[src/rtl/spart_pkg.sv]
// spart_pkg -- shared types and defaults for the SPART receiver.
//   state_t        : receiver FSM state encoding
//   DATA_BITS_DEF  : default data bits per frame
//   OVERSAMPLE_DEF : default rx_enable ticks per bit
package spart_pkg;

    localparam int unsigned DATA_BITS_DEF  = 8;
    localparam int unsigned OVERSAMPLE_DEF = 16;

    typedef enum logic [2:0] {
        StIdle,
        StStart,
        StData,
        StParity,
        StStop
    } state_t;

endpackage

[src/rtl/spart_sync2.sv]
// spart_sync2 -- two-flop synchronizer for an asynchronous level input.
// Both flops reset to 1 so a serial line reads as idle straight out of reset.
//   clk : system clock
//   rst : synchronous active-high reset
//   d   : asynchronous input
//   q   : synchronized output
module spart_sync2 (
    input  logic clk,
    input  logic rst,
    input  logic d,
    output logic q
);

    logic meta;

    always_ff @(posedge clk) begin
        if (rst) begin
            meta <= 1'b1;
            q    <= 1'b1;
        end else begin
            meta <= d;
            q    <= meta;
        end
    end

endmodule

[src/rtl/spart_rx.sv]
// spart_rx -- oversampling UART-style serial receiver.
// Optional feature: define SPART_RX_PARITY_EN to expect one even-parity bit
// after the data bits; otherwise parity_err is tied to 0.
//   clk         : system clock, rising edge
//   rst         : synchronous active-high reset
//   rx_enable   : one-cycle tick at OVERSAMPLE x baud
//   rxd         : asynchronous serial line, idle high
//   rd_ack      : host consumed rx_data, clears rda and overrun_err
//   rx_data     : last received word
//   rda         : receive data available
//   frame_err   : stop bit of last frame sampled low
//   overrun_err : sticky, a frame completed while rda was still set
//   parity_err  : parity mismatch on last frame
module spart_rx
    import spart_pkg::*;
#(
    parameter int unsigned DATA_BITS  = DATA_BITS_DEF,
    parameter int unsigned OVERSAMPLE = OVERSAMPLE_DEF
) (
    input  logic                 clk,
    input  logic                 rst,
    input  logic                 rx_enable,
    input  logic                 rxd,
    input  logic                 rd_ack,
    output logic [DATA_BITS-1:0] rx_data,
    output logic                 rda,
    output logic                 frame_err,
    output logic                 overrun_err,
    output logic                 parity_err
);

    localparam int unsigned CNT_W = $clog2(OVERSAMPLE);
    localparam int unsigned IDX_W = $clog2(DATA_BITS + 1);
    localparam logic [CNT_W-1:0] CNT_MID  = CNT_W'(OVERSAMPLE / 2 - 1);
    localparam logic [CNT_W-1:0] CNT_FULL = CNT_W'(OVERSAMPLE - 1);
    localparam logic [IDX_W-1:0] IDX_LAST = IDX_W'(DATA_BITS - 1);

    logic                 rxd_s;
    state_t               state;
    logic [CNT_W-1:0]     tick_cnt;
    logic [IDX_W-1:0]     bit_idx;
    logic [DATA_BITS-1:0] shift_reg;
    logic                 stop_wait;  // stop bit was low; waiting for the line to recover

`ifdef SPART_RX_PARITY_EN
    logic par_bit;
    logic par_err_q;
    assign parity_err = par_err_q;
`else
    assign parity_err = 1'b0;
`endif

    spart_sync2 u_sync (
        .clk (clk),
        .rst (rst),
        .d   (rxd),
        .q   (rxd_s)
    );

    always_ff @(posedge clk) begin
        if (rst) begin
            state       <= StIdle;
            tick_cnt    <= '0;
            bit_idx     <= '0;
            shift_reg   <= '0;
            stop_wait   <= 1'b0;
            rx_data     <= '0;
            rda         <= 1'b0;
            frame_err   <= 1'b0;
            overrun_err <= 1'b0;
`ifdef SPART_RX_PARITY_EN
            par_bit     <= 1'b0;
            par_err_q   <= 1'b0;
`endif
        end else begin
            // Host acknowledge; a completing frame below overrides these.
            if (rd_ack && rda) begin
                rda         <= 1'b0;
                overrun_err <= 1'b0;
            end

            if (rx_enable) begin
                unique case (state)
                    StIdle: begin
                        if (!rxd_s) begin
                            state    <= StStart;
                            tick_cnt <= '0;
                        end
                    end

                    StStart: begin
                        if (tick_cnt == CNT_MID) begin
                            if (rxd_s) begin
                                state <= StIdle;  // glitch, not a start bit
                            end else begin
                                tick_cnt <= '0;
                                bit_idx  <= '0;
                                state    <= StData;
                            end
                        end else begin
                            tick_cnt <= tick_cnt + 1'b1;
                        end
                    end

                    StData: begin
                        if (tick_cnt == CNT_FULL) begin
                            tick_cnt  <= '0;
                            shift_reg <= {rxd_s, shift_reg[DATA_BITS-1:1]};
                            bit_idx   <= bit_idx + 1'b1;
                            if (bit_idx == IDX_LAST) begin
`ifdef SPART_RX_PARITY_EN
                                state <= StParity;
`else
                                state <= StStop;
`endif
                            end
                        end else begin
                            tick_cnt <= tick_cnt + 1'b1;
                        end
                    end

`ifdef SPART_RX_PARITY_EN
                    StParity: begin
                        if (tick_cnt == CNT_FULL) begin
                            tick_cnt <= '0;
                            par_bit  <= rxd_s;
                            state    <= StStop;
                        end else begin
                            tick_cnt <= tick_cnt + 1'b1;
                        end
                    end
`endif

                    StStop: begin
                        if (stop_wait) begin
                            // Break: no counting, so a held-low line cannot
                            // produce further frames.
                            if (rxd_s) begin
                                stop_wait <= 1'b0;
                                state     <= StIdle;
                            end
                        end else if (tick_cnt == CNT_FULL) begin
                            tick_cnt  <= '0;
                            rx_data   <= shift_reg;
                            frame_err <= ~rxd_s;
`ifdef SPART_RX_PARITY_EN
                            par_err_q <= ^{shift_reg, par_bit};
`endif
                            rda       <= 1'b1;
                            // Completion wins over a same-cycle rd_ack.
                            if (rda && !rd_ack) begin
                                overrun_err <= 1'b1;
                            end else begin
                                overrun_err <= overrun_err;
                            end
                            if (rxd_s) begin
                                state <= StIdle;
                            end else begin
                                stop_wait <= 1'b1;
                            end
                        end else begin
                            tick_cnt <= tick_cnt + 1'b1;
                        end
                    end

                    default: state <= StIdle;
                endcase
            end
        end
    end

endmodule

[config.mk]
export PLATFORM = sky130hd
export DESIGN_NAME = spart_rx
export DESIGN_NICKNAME = d
export VERILOG_FILES = /design/src/rtl/spart_pkg.sv /design/src/rtl/spart_sync2.sv /design/src/rtl/spart_rx.sv
export SDC_FILE = /design/constraint.sdc
export NUM_CORES = 1
export LEC_CHECK = 0
export BUFFER_PORTS_ARGS = -buffer_cell sky130_fd_sc_hd__buf_2
export CAP_MARGIN = 10
export CORE_ASPECT_RATIO = 1.75
export CORE_MARGIN = 5
export CORE_UTILIZATION = 35
export CTS_CLUSTER_SIZE = 16
export DETAILED_ROUTE_END_ITERATION = 6
export HOLD_SLACK_MARGIN = 0.1
export PLACE_DENSITY = 0.53
export SYNTH_ARGS = -nofsm -noshare
export SYNTH_HDL_FRONTEND = slang
export SYNTH_SLANG_ARGS = --single-unit
[constraint.sdc]
create_clock -name clk -period 5.1 [get_ports clk]
set_clock_uncertainty 0.1 [all_clocks]
set_input_delay 0.51 -clock clk [delete_from_list [all_inputs] [get_ports clk]]
set_output_delay 0.51 -clock clk [all_outputs]
set_load 0.01 [all_outputs]
**Word-level counts from Yosys, hierarchy flattened**

Cells that the tools add are included.

- Word-level logic and storage cells: 73
- Register bits after elaboration: 33
- Input bits: 5

- Eq/ne operators: 14
- Reductions and logical operators: 12
- $add $sub $neg: 2
- Multiplexer cells: 32
- Bitwise gates (word level): 2

Operator list:

| operator | number |
|---|---|
| 4-bit 2-to-1 mux | 7 |
| 3-bit 2-to-1 mux | 7 |
| 4-bit case mux with 4 select lines | 1 |
| 1-bit 2-to-1 mux | 14 |
| 2-bit != test, second input constant | 6 |
| 3-bit case mux with 4 select lines | 1 |
| 4-bit by 1-bit adder with 4-bit output, second input constant | 2 |
| 4-bit by 3-bit == test with 1-bit output, second input constant | 2 |
| 4-bit case mux with 2 select lines | 1 |
| 3-bit AND reduction | 2 |
| 6-bit AND reduction | 1 |
| 5-bit != test, second input constant | 1 |
| 5-bit AND reduction | 1 |
| 4-bit == test, second input constant | 1 |
| 4-bit AND reduction | 1 |
| 4-bit nonzero test | 1 |
| 3-bit by 1-bit == test with 1-bit output, second input constant | 1 |
| 3-bit by 2-bit == test with 1-bit output, second input constant | 1 |
| 3-bit == test, second input constant | 1 |
| 3-bit logical NOT | 1 |
| 3-bit != test, second input constant | 1 |
| 1-bit logical AND | 2 |
| 2-bit 2-to-1 mux | 1 |
| 1-bit inverter | 2 |
| other kinds (3) | 3 |

**Longest topological paths before layout**

Gate-level depths: netlist (run 1).

- Word-level depth: 7
- Gate-level depth with buffers: 6
- Gate-level depth less buffers: 5

**Hierarchy**

A second synthesis (run 1) with hierarchy kept.

- Cell total of the unflattened synthesis: 165
- Area total of the unflattened synthesis: 1566.5 um^2

Modules (own cells, without submodules):

| module | sequential area each (um^2) | area an instance (um^2) | instances | cells an instance |
|---|---|---|---|---|
| spart_rx | 620.6 | 1514.0 | 1 | 161 |
| spart_sync2 | 40.0 | 52.6 | 1 | 4 |

**Worst setup path before layout (run 1)**

Ideal clock, no wire load.

- Path kind: input -> register
- Start point: in rx_enable
- End point: reg bit_idx[3]
- Required time: 4.930 ns
- Stages on the path: 6
- Arrival: 1.728 ns
- Path slack: 3.201 ns
- Buffers on the path: 2
- Library setup time: 0.070 ns
- Cells stage by stage: clkbuf_1 nand4_1 or2_1 buf_6 or3_1 a21oi_1

- Word-level cells in the longest chain between the ends: 1

Ends and longest elaborated chain:

| item | line | source |
|---|---|---|
| start: declaration | spart_rx.sv:22 | `input logic rx_enable,` |
| 5-bit AND reduction (no source line) | - |  |
| end signal: assignment | spart_rx.sv:109 | `bit_idx <= bit_idx + 1'b1;` |
| end: declaration | spart_rx.sv:41 | `logic [IDX_W-1:0] bit_idx;` |

Every way passes these cells.
A chain may end at the register's enable or synchronous reset.

**Worst setup path in the final report (run 1)**

- Start point: reg state[2]
- End point: reg rx_data[6]

- Word-level cells in the longest chain between the ends: 2

Ends and longest elaborated chain:

| item | line | source |
|---|---|---|
| start: declaration | spart_rx.sv:39 | `state_t state;` |
| start signal: assignment | spart_rx.sv:62 | `state <= StIdle;` |
| start signal: assignment | spart_rx.sv:86 | `state <= StStart;` |
| start signal: assignment | spart_rx.sv:94 | `state <= StIdle;` |
| 3-bit == test | spart_rx.sv:83 | `unique case (state)` |
| 4-bit AND reduction (no source line) | - |  |
| end signal: assignment | spart_rx.sv:144 | `rx_data <= shift_reg;` |
| end: declaration | spart_rx.sv:25 | `output logic [DATA_BITS-1:0] rx_data,` |

Every way passes these cells.

==> flow_metrics.env, run 1 <==
export IMPL_io_pins=17
export IMPL_p_leak_uw=0.000625
export IMPL_cts_tree="done"
export IMPL_peakVddDrop_mv=0.137
export IMPL_end_kind="register"
export IMPL_clock_latency_ns=0.28
export IMPL_seqPwrFrac_pct=52.5
export IMPL_finalCriticalPeriod_ns=2.34
export IMPL_wl_um=3450
export IMPL_slew_viol_final=0
export IMPL_rsz0062_at_grt="no"
export IMPL_syn_inst=178
export IMPL_die_area_mm2=0.00585
export IMPL_avgSynthCellArea_um2=8.60
export IMPL_antenna_diode_count=0
export IMPL_async_flop_share_pct=0
export IMPL_holdCritPathClass="in -> reg"
export IMPL_worstPathArrival_ns=2.39
export IMPL_relSlewSlack_pct=31.6
export IMPL_drcViolationCount=0
export IMPL_synth_area_mm2=0.00153
export IMPL_p_sw_share_pct=22.1
export IMPL_tns_ns=0
export IMPL_ant_nets=0
export IMPL_hold_viol=0
export IMPL_internal_power_uw=387
export IMPL_numPortBuffers=15
export IMPL_worst_pin_slew_ns=1.02
export IMPL_setup_viol=0
export IMPL_p_total_uw=497
export IMPL_area_delta_synth_final_pct=11.0
export IMPL_wl_per_cell_um=14.6
export IMPL_cts_root_buf="clkbuf_8"
export IMPL_gp_congestion=0.845
export IMPL_critical_path_class="reg -> reg"
export IMPL_postCtsSetupBuffers=0
export IMPL_numCtsBuffers=5
export IMPL_cts_sinks=33
export IMPL_core_area_mm2=0.00419
export IMPL_vias=1305
export IMPL_crit_fanout=11
export IMPL_clkPwrFrac_pct=43.5
export IMPL_power_switching_uw=110
export IMPL_fmax_mhz=427
export IMPL_gr_usage_all_layers_pct=13.5
export IMPL_netlist_area_leader_share_pct=43.2
export IMPL_cts_buffer_depth=2
export IMPL_synth_edf_count=0
export IMPL_cts_hold_buffers=0
export IMPL_drive_above_1_share_pct=16.0
export IMPL_power_density_mw_per_mm2=293
export IMPL_ctsResizeCount=0
export IMPL_fp_dieH_um=97.5
export IMPL_fillers=448
export IMPL_vias_per_cell=5.53
export IMPL_synth_distinct_cells=50
export IMPL_synth_ff_type="dfxtp_1"
export IMPL_h_tree_depth=2
export IMPL_post_route_period_util_pct=45.9
export IMPL_combPwrFrac_pct=3.9
export IMPL_status="finished, final reports clean"
export IMPL_finalNetCount=193
export IMPL_drt_pass1_iter_count=4
export IMPL_maxCapViolCount=0
export IMPL_grt_pass1_wl_um=6220
export IMPL_cp_required_ns=5.15
export IMPL_die_w_um=60.0
export IMPL_min_delay_start="rxd"
export IMPL_crit_start="state[2]"
export IMPL_yosysSeqAreaShare_pct=43.2
export IMPL_r2r_start="state[2]"
export IMPL_yosys_top_cells_area="dfxtp_1, a21oi_1, mux2i_1"
export IMPL_start_util_pct=36.5
export IMPL_start_kind="register"
export IMPL_grt_pass1_vias=1342
export IMPL_rows=31
export IMPL_synth_top_area_cell="dfxtp_1"
export IMPL_path_clk_slew_ns=0.07
export IMPL_grt_start_max_net_pins=35
export IMPL_syn_nets=185
export IMPL_gr_total_overflow=0
export IMPL_antenna_found_initial=0
export IMPL_drtIter0Drc=47
export IMPL_dp_hpwl_um=2430
export IMPL_yosys_warnings=0
export IMPL_ys_ff_latch=33
power by group through the flow:
stage / registers (µW) / clock network [µW] / logic [µW]
floorplan: 265 / 0 / 15.8
global placement: 267 / 0 / 18.9
detailed placement: 267 / 0 / 19.3
CTS: 261 / 221 / 19.4
global route: 261 / 232 / 22.6
finish: 261 / 217 / 19.5
routing by layer:
layer	global-route usage, %	vias up	share of wire (%)
met3	3.86	6	3.5
met1	15.2	628	41
met5	0	-	0
met4	6.48	0	1.9
met2	22.3	25	54
li1	-	646	-
cell usage after synthesis, types with 2 or more instances:
cell,count
a211oi_1,2
a21oi_1,18
buf_2,2
buf_4,2
clkbuf_1,9
dfxtp_1,33
ha_1,2
inv_1,6
mux2i_1,9
nand2_1,19
nand3_1,3
nand4b_1,2
nor2_1,19
nor2b_1,2
o2111ai_1,2
o21ai_0,6
o21ai_1,2
o221a_2,2
o31ai_1,3
or2_2,2
or3_1,2
or3b_1,3
layout by cell type, fill, tap and decap left out, types with 2 or more instances in the layout:
| master | n |
|---|---|
| dfxtp_1 | 33 |
| nor2_1 | 19 |
| nand2_1 | 19 |
| a21oi_1 | 18 |
| buf_2 | 15 |
| mux2i_1 | 9 |
| clkbuf_8 | 7 |
| inv_1 | 6 |
| o21ai_0 | 6 |
| or3b_1 | 3 |
| nand3_1 | 3 |
| o31ai_1 | 3 |
| o21ai_1 | 2 |
| nand4b_1 | 2 |
| o221a_2 | 2 |
| nor2b_1 | 2 |
| o2111ai_1 | 2 |
| or3_1 | 2 |
| or2_2 | 2 |
| a211oi_1 | 2 |
| ha_1 | 2 |
kinds of logic after synthesis:
family / after synthesis / share of synthesized area, %
compound gates: 50 / 22.0
fa+ha+maj: 2 / 1.64
buf+inv: 20 / 6.05
other cells: 1 / 0.245
simple gates: 62 / 20.4
mux: 9 / 5.89
xor+xnor: 1 / 0.572
flops: 33 / 43.2
final timing paths:
kind	to	cells after the start	slack [ns]
worst max-delay path	rx_data[6]	4	2.76
worst min-delay path	u_sync.meta	2	0.30
worst max register to register	rx_data[6]	4	2.76
worst min register to register	u_sync.q	1	0.31
worst max-delay path, cell delays in order (launching register included):
cell and delay, ns:
dfxtp_1 0.50, or3b_1 0.47, nor3_2 0.80, mux2i_1 0.28
nor2_1 0.06
cell type report:
| type | count | area [µm²] | share of cell area, % |
|---|---|---|---|
| clock inverter | 1 | 5.00 | 0.295 |
| inverter | 6 | 22.5 | 1.33 |
| timing repair buffer | 15 | 75.1 | 4.42 |
| multi-input combinational | 125 | 777 | 45.8 |
| sequential | 33 | 661 | 38.9 |
| tap | 49 | 61.3 | 3.61 |
| clock buffer | 7 | 96.3 | 5.67 |
through the flow:
| step | area [µm²] | util, % | setup slack (ns) | cells | hold slack [ns] |
|---|---|---|---|---|---|
| after detailed placement | 1600 | 38.1 | 2.77 | 228 | 0.302 |
| after floorplan | 1530 | - | 3.20 | 178 | 0.289 |
| after global placement | 1600 | 38.1 | 2.82 | 228 | 0.293 |
| final | 1700 | 40.5 | 2.76 | 236 | 0.303 |
| after CTS | 1700 | 40.5 | 2.75 | 236 | 0.299 |
| after global routing | 1700 | 40.5 | 2.59 | 236 | 0.320 |
No activity file was read; power rests on OpenSTA's default activity.
==> run 2, diff against run 1 <==
--- a/config.mk
+++ b/config.mk
@@ -5,6 +5,7 @@
 export SDC_FILE = /design/constraint.sdc
 export NUM_CORES = 1
 export LEC_CHECK = 0
+export ABC_AREA = 1
 export BUFFER_PORTS_ARGS = -buffer_cell sky130_fd_sc_hd__buf_2
 export CAP_MARGIN = 10
 export CORE_ASPECT_RATIO = 1.75
==> constraint.sdc (replaced) <==
create_clock -name clk -period 2.2 [get_ports clk]
set_clock_uncertainty 0.1 [all_clocks]
set_input_delay 0.22 -clock clk [delete_from_list [all_inputs] [get_ports clk]]
set_output_delay 0.22 -clock clk [all_outputs]
set_load 0.01 [all_outputs]
==> run 2 against run 1 <==
Compared with the run above: setup slack worse by 2.2 ns; combinational power increased to 20 times the previous value; via count grew 7.4%; final area grew 4.6%; highest routed layer unchanged.
==> flow_metrics.env, run 2 <==
export IMPL_synth_compound_area_share_pct=12.6
export IMPL_synth_top_area_cell="dfxtp_1"
export IMPL_area_delta_synth_final_pct=14.1
export IMPL_crit_buf_inv=1
export IMPL_synth_distinct_cells=29
export IMPL_cts_root_buf="clkbuf_8"
export IMPL_vias_per_cell=4.80
export IMPL_async_flop_share_pct=0
export IMPL_synth_ff_type="dfxtp_1"
export IMPL_die_area_mm2=0.00594
export IMPL_cp_required_ns=2.31
export IMPL_avgSynthCellArea_um2=7.08
export IMPL_crit_chain="ha_1 -> nand3_4 -> nor2_1 -> nand2_2 -> inv_2 -> o21ai_0 -> a21oi_1"
export IMPL_gp_congestion=0.787
export IMPL_worstPathArrival_ns=1.74
export IMPL_antenna_found_initial=0
export IMPL_end_kind="register"
export IMPL_path_clk_slew_ns=0.07
export IMPL_crit_family="simple AND/OR/NAND/NOR gates"
export IMPL_mostFrequentLayoutCells="nor2_1, nand2_1, dfxtp_1, o21ai_0"
export IMPL_hold_viol=0
export IMPL_drt_pass1_iter_count=4
export IMPL_synth_area_mm2=0.00156
export IMPL_start_util_pct=35.7
export IMPL_p_sw_share_pct=34.7
export IMPL_muxShareOfSynthArea_pct=0
export IMPL_holdCritPathClass="in -> reg"
export IMPL_wl_per_cell_um=13.0
export IMPL_cts_buffer_depth=2
export IMPL_yosysSeqAreaShare_pct=42.4
export IMPL_io_pins=17
export IMPL_fmax_mhz=614
export IMPL_start_kind="register"
export IMPL_grt_pass1_wl_um=6470
export IMPL_cts_sinks=33
export IMPL_status="finished, final reports clean"
export IMPL_p_leak_uw=0.000799
export IMPL_syn_inst=220
export IMPL_crit_path_top_delay_cell="dfxtp_1"
export IMPL_yosys_top_cells_area="dfxtp_1, nor2_1, nand2_1"
export IMPL_grt_pass1_vias=1407
export IMPL_rsz0062_at_grt="no"
export IMPL_vias=1402
export IMPL_ant_nets=0
export IMPL_fp_dieH_um=98.3
export IMPL_tns_ns=0
export IMPL_slew_viol_final=0
export IMPL_post_route_period_util_pct=74.0
export IMPL_drive_above_1_share_pct=17.8
export IMPL_finalNetCount=247
export IMPL_gr_usage_all_layers_pct=14.4
export IMPL_mostFrequentLayoutCell="nor2_1"
export IMPL_setup_viol=0
export IMPL_drtIter0Drc=6
export IMPL_yosys_area_share_simple_pct=34.9
export IMPL_cpPeakStageDelay_ns=0.37
export IMPL_yosys_top_cells_count="nor2_1, nand2_1, dfxtp_1, o21ai_0"
export IMPL_peakVddDrop_mv=0.609
export IMPL_die_w_um=60.4
export IMPL_numCtsBuffers=5
export IMPL_clock_latency_ns=0.27
export IMPL_pre_cts_ws_ns=0.553
export IMPL_combPwrFrac_pct=26.1
export IMPL_synthXorXnorAreaFrac_pct=1.69
export IMPL_ctsResizeCount=0
export IMPL_cts_tree="done"
export IMPL_finalCriticalPeriod_ns=1.63
export IMPL_drcViolationCount=0
export IMPL_numPortBuffers=15
export IMPL_ys_ff_latch=33
export IMPL_synth_fa_ha_area_share_pct=1.61
export IMPL_synth_edf_count=0
export IMPL_seqPwrFrac_pct=45.0
export IMPL_syn_nets=227
export IMPL_h_tree_depth=2
export IMPL_grt_start_max_net_pins=16
export IMPL_hold_ws_ns=0.120
export IMPL_wl_um=3790
export IMPL_core_area_mm2=0.00436
export IMPL_maxCapViolCount=0
export IMPL_dp_hpwl_um=2870
export IMPL_synth_most_common_cell="nor2_1"
export IMPL_rows=32
export IMPL_critical_path_class="reg -> reg"
export IMPL_yosys_warnings=0
export IMPL_netlist_area_leader_share_pct=42.4
export IMPL_gr_total_overflow=0
export IMPL_multi_input_area_um2=795
export IMPL_layout_setup_ws_ns=0.572
export IMPL_synth_top_family_by_area="simple AND/OR/NAND/NOR gates"
export IMPL_antenna_diode_count=0
export IMPL_postCtsSetupBuffers=0
export IMPL_power_switching_uw=520
export IMPL_fillers=500
export IMPL_cts_hold_buffers=1
export IMPL_power_density_mw_per_mm2=843
export IMPL_internal_power_uw=978
export IMPL_final_seq_area_um2=661
export IMPL_clkPwrFrac_pct=28.9
export IMPL_crit_fanout=11
==> run 2: cell count changes after synthesis, moves of 5 or more <==
cell	delta
nand3_1	+12
a21oi_1	-5
inv_1	+9
o21ai_0	+15
nor2_1	+31
nand2_1	+19
clkbuf_1	-7
mux2i_1	-9
==> run 2: final cells by class <==
cell class / instances / share of cell area, %
clock buffer: 6 / 4.08
clock inverter: 2 / 0.563
inverter: 18 / 3.80
multi-input combinational: 163 / 44.7
sequential: 33 / 37.2
tap: 51 / 3.59
timing repair buffer: 19 / 6.06
==> run 2: power by group through the flow <==
stage	logic, µW	registers, µW	clock network, µW
after floorplan	315	677	0
after global placement	398	688	0
after detailed placement	393	689	0
after CTS	395	675	454
after global routing	454	679	482
final	391	674	433
==> run 2: per-layer routing <==
layer,global-route usage (%),part of all wire [%]
met5,0,0
met4,7.01,2.8
met3,2.78,2.5
met2,27.4,58
met1,13.6,37
==> run 2: final timing paths <==
check	start	to	slack [ns]	cells past startpoint
worst max-delay path	tick_cnt[0]	frame_err	0.57	7
worst max register to register	tick_cnt[0]	frame_err	0.57	7
worst min-delay path	rd_ack	overrun_err	0.12	4
worst min register to register	u_sync.meta	u_sync.q	0.32	1
==> run 2: metrics by stage <==
stage / total power [µW] / utilization (%) / area [µm²] / instances
after floorplan: 993 / - / 1560 / 220
after global placement: 1090 / 38.6 / 1680 / 283
after detailed placement: 1080 / 38.6 / 1680 / 283
after CTS: 1520 / 40.7 / 1780 / 292
after global routing: 1620 / 40.7 / 1780 / 292
final: 1500 / 40.7 / 1780 / 292
==> run 2: logic make-up (layout without fill, tap and decap cells) <==
| logic type | after synthesis | count (layout) |
|---|---|---|
| xor gates and xnor gates | 3 | 3 |
| other | 1 | 1 |
| DFF | 33 | 33 |
| adders and majority gates | 2 | 2 |
| and+or+nand+nor | 119 | 119 |
| buffers and inverters | 24 | 45 |
| AOI/OAI and AO/OA | 38 | 38 |
==> run 2: tightest hold or removal path, delay by kind of cell <==
kind,cells,cell delay [ns]
and+or+nand+nor,2,0.09
buffers and inverters,1,0.08
AOI/OAI and AO/OA,1,0.05
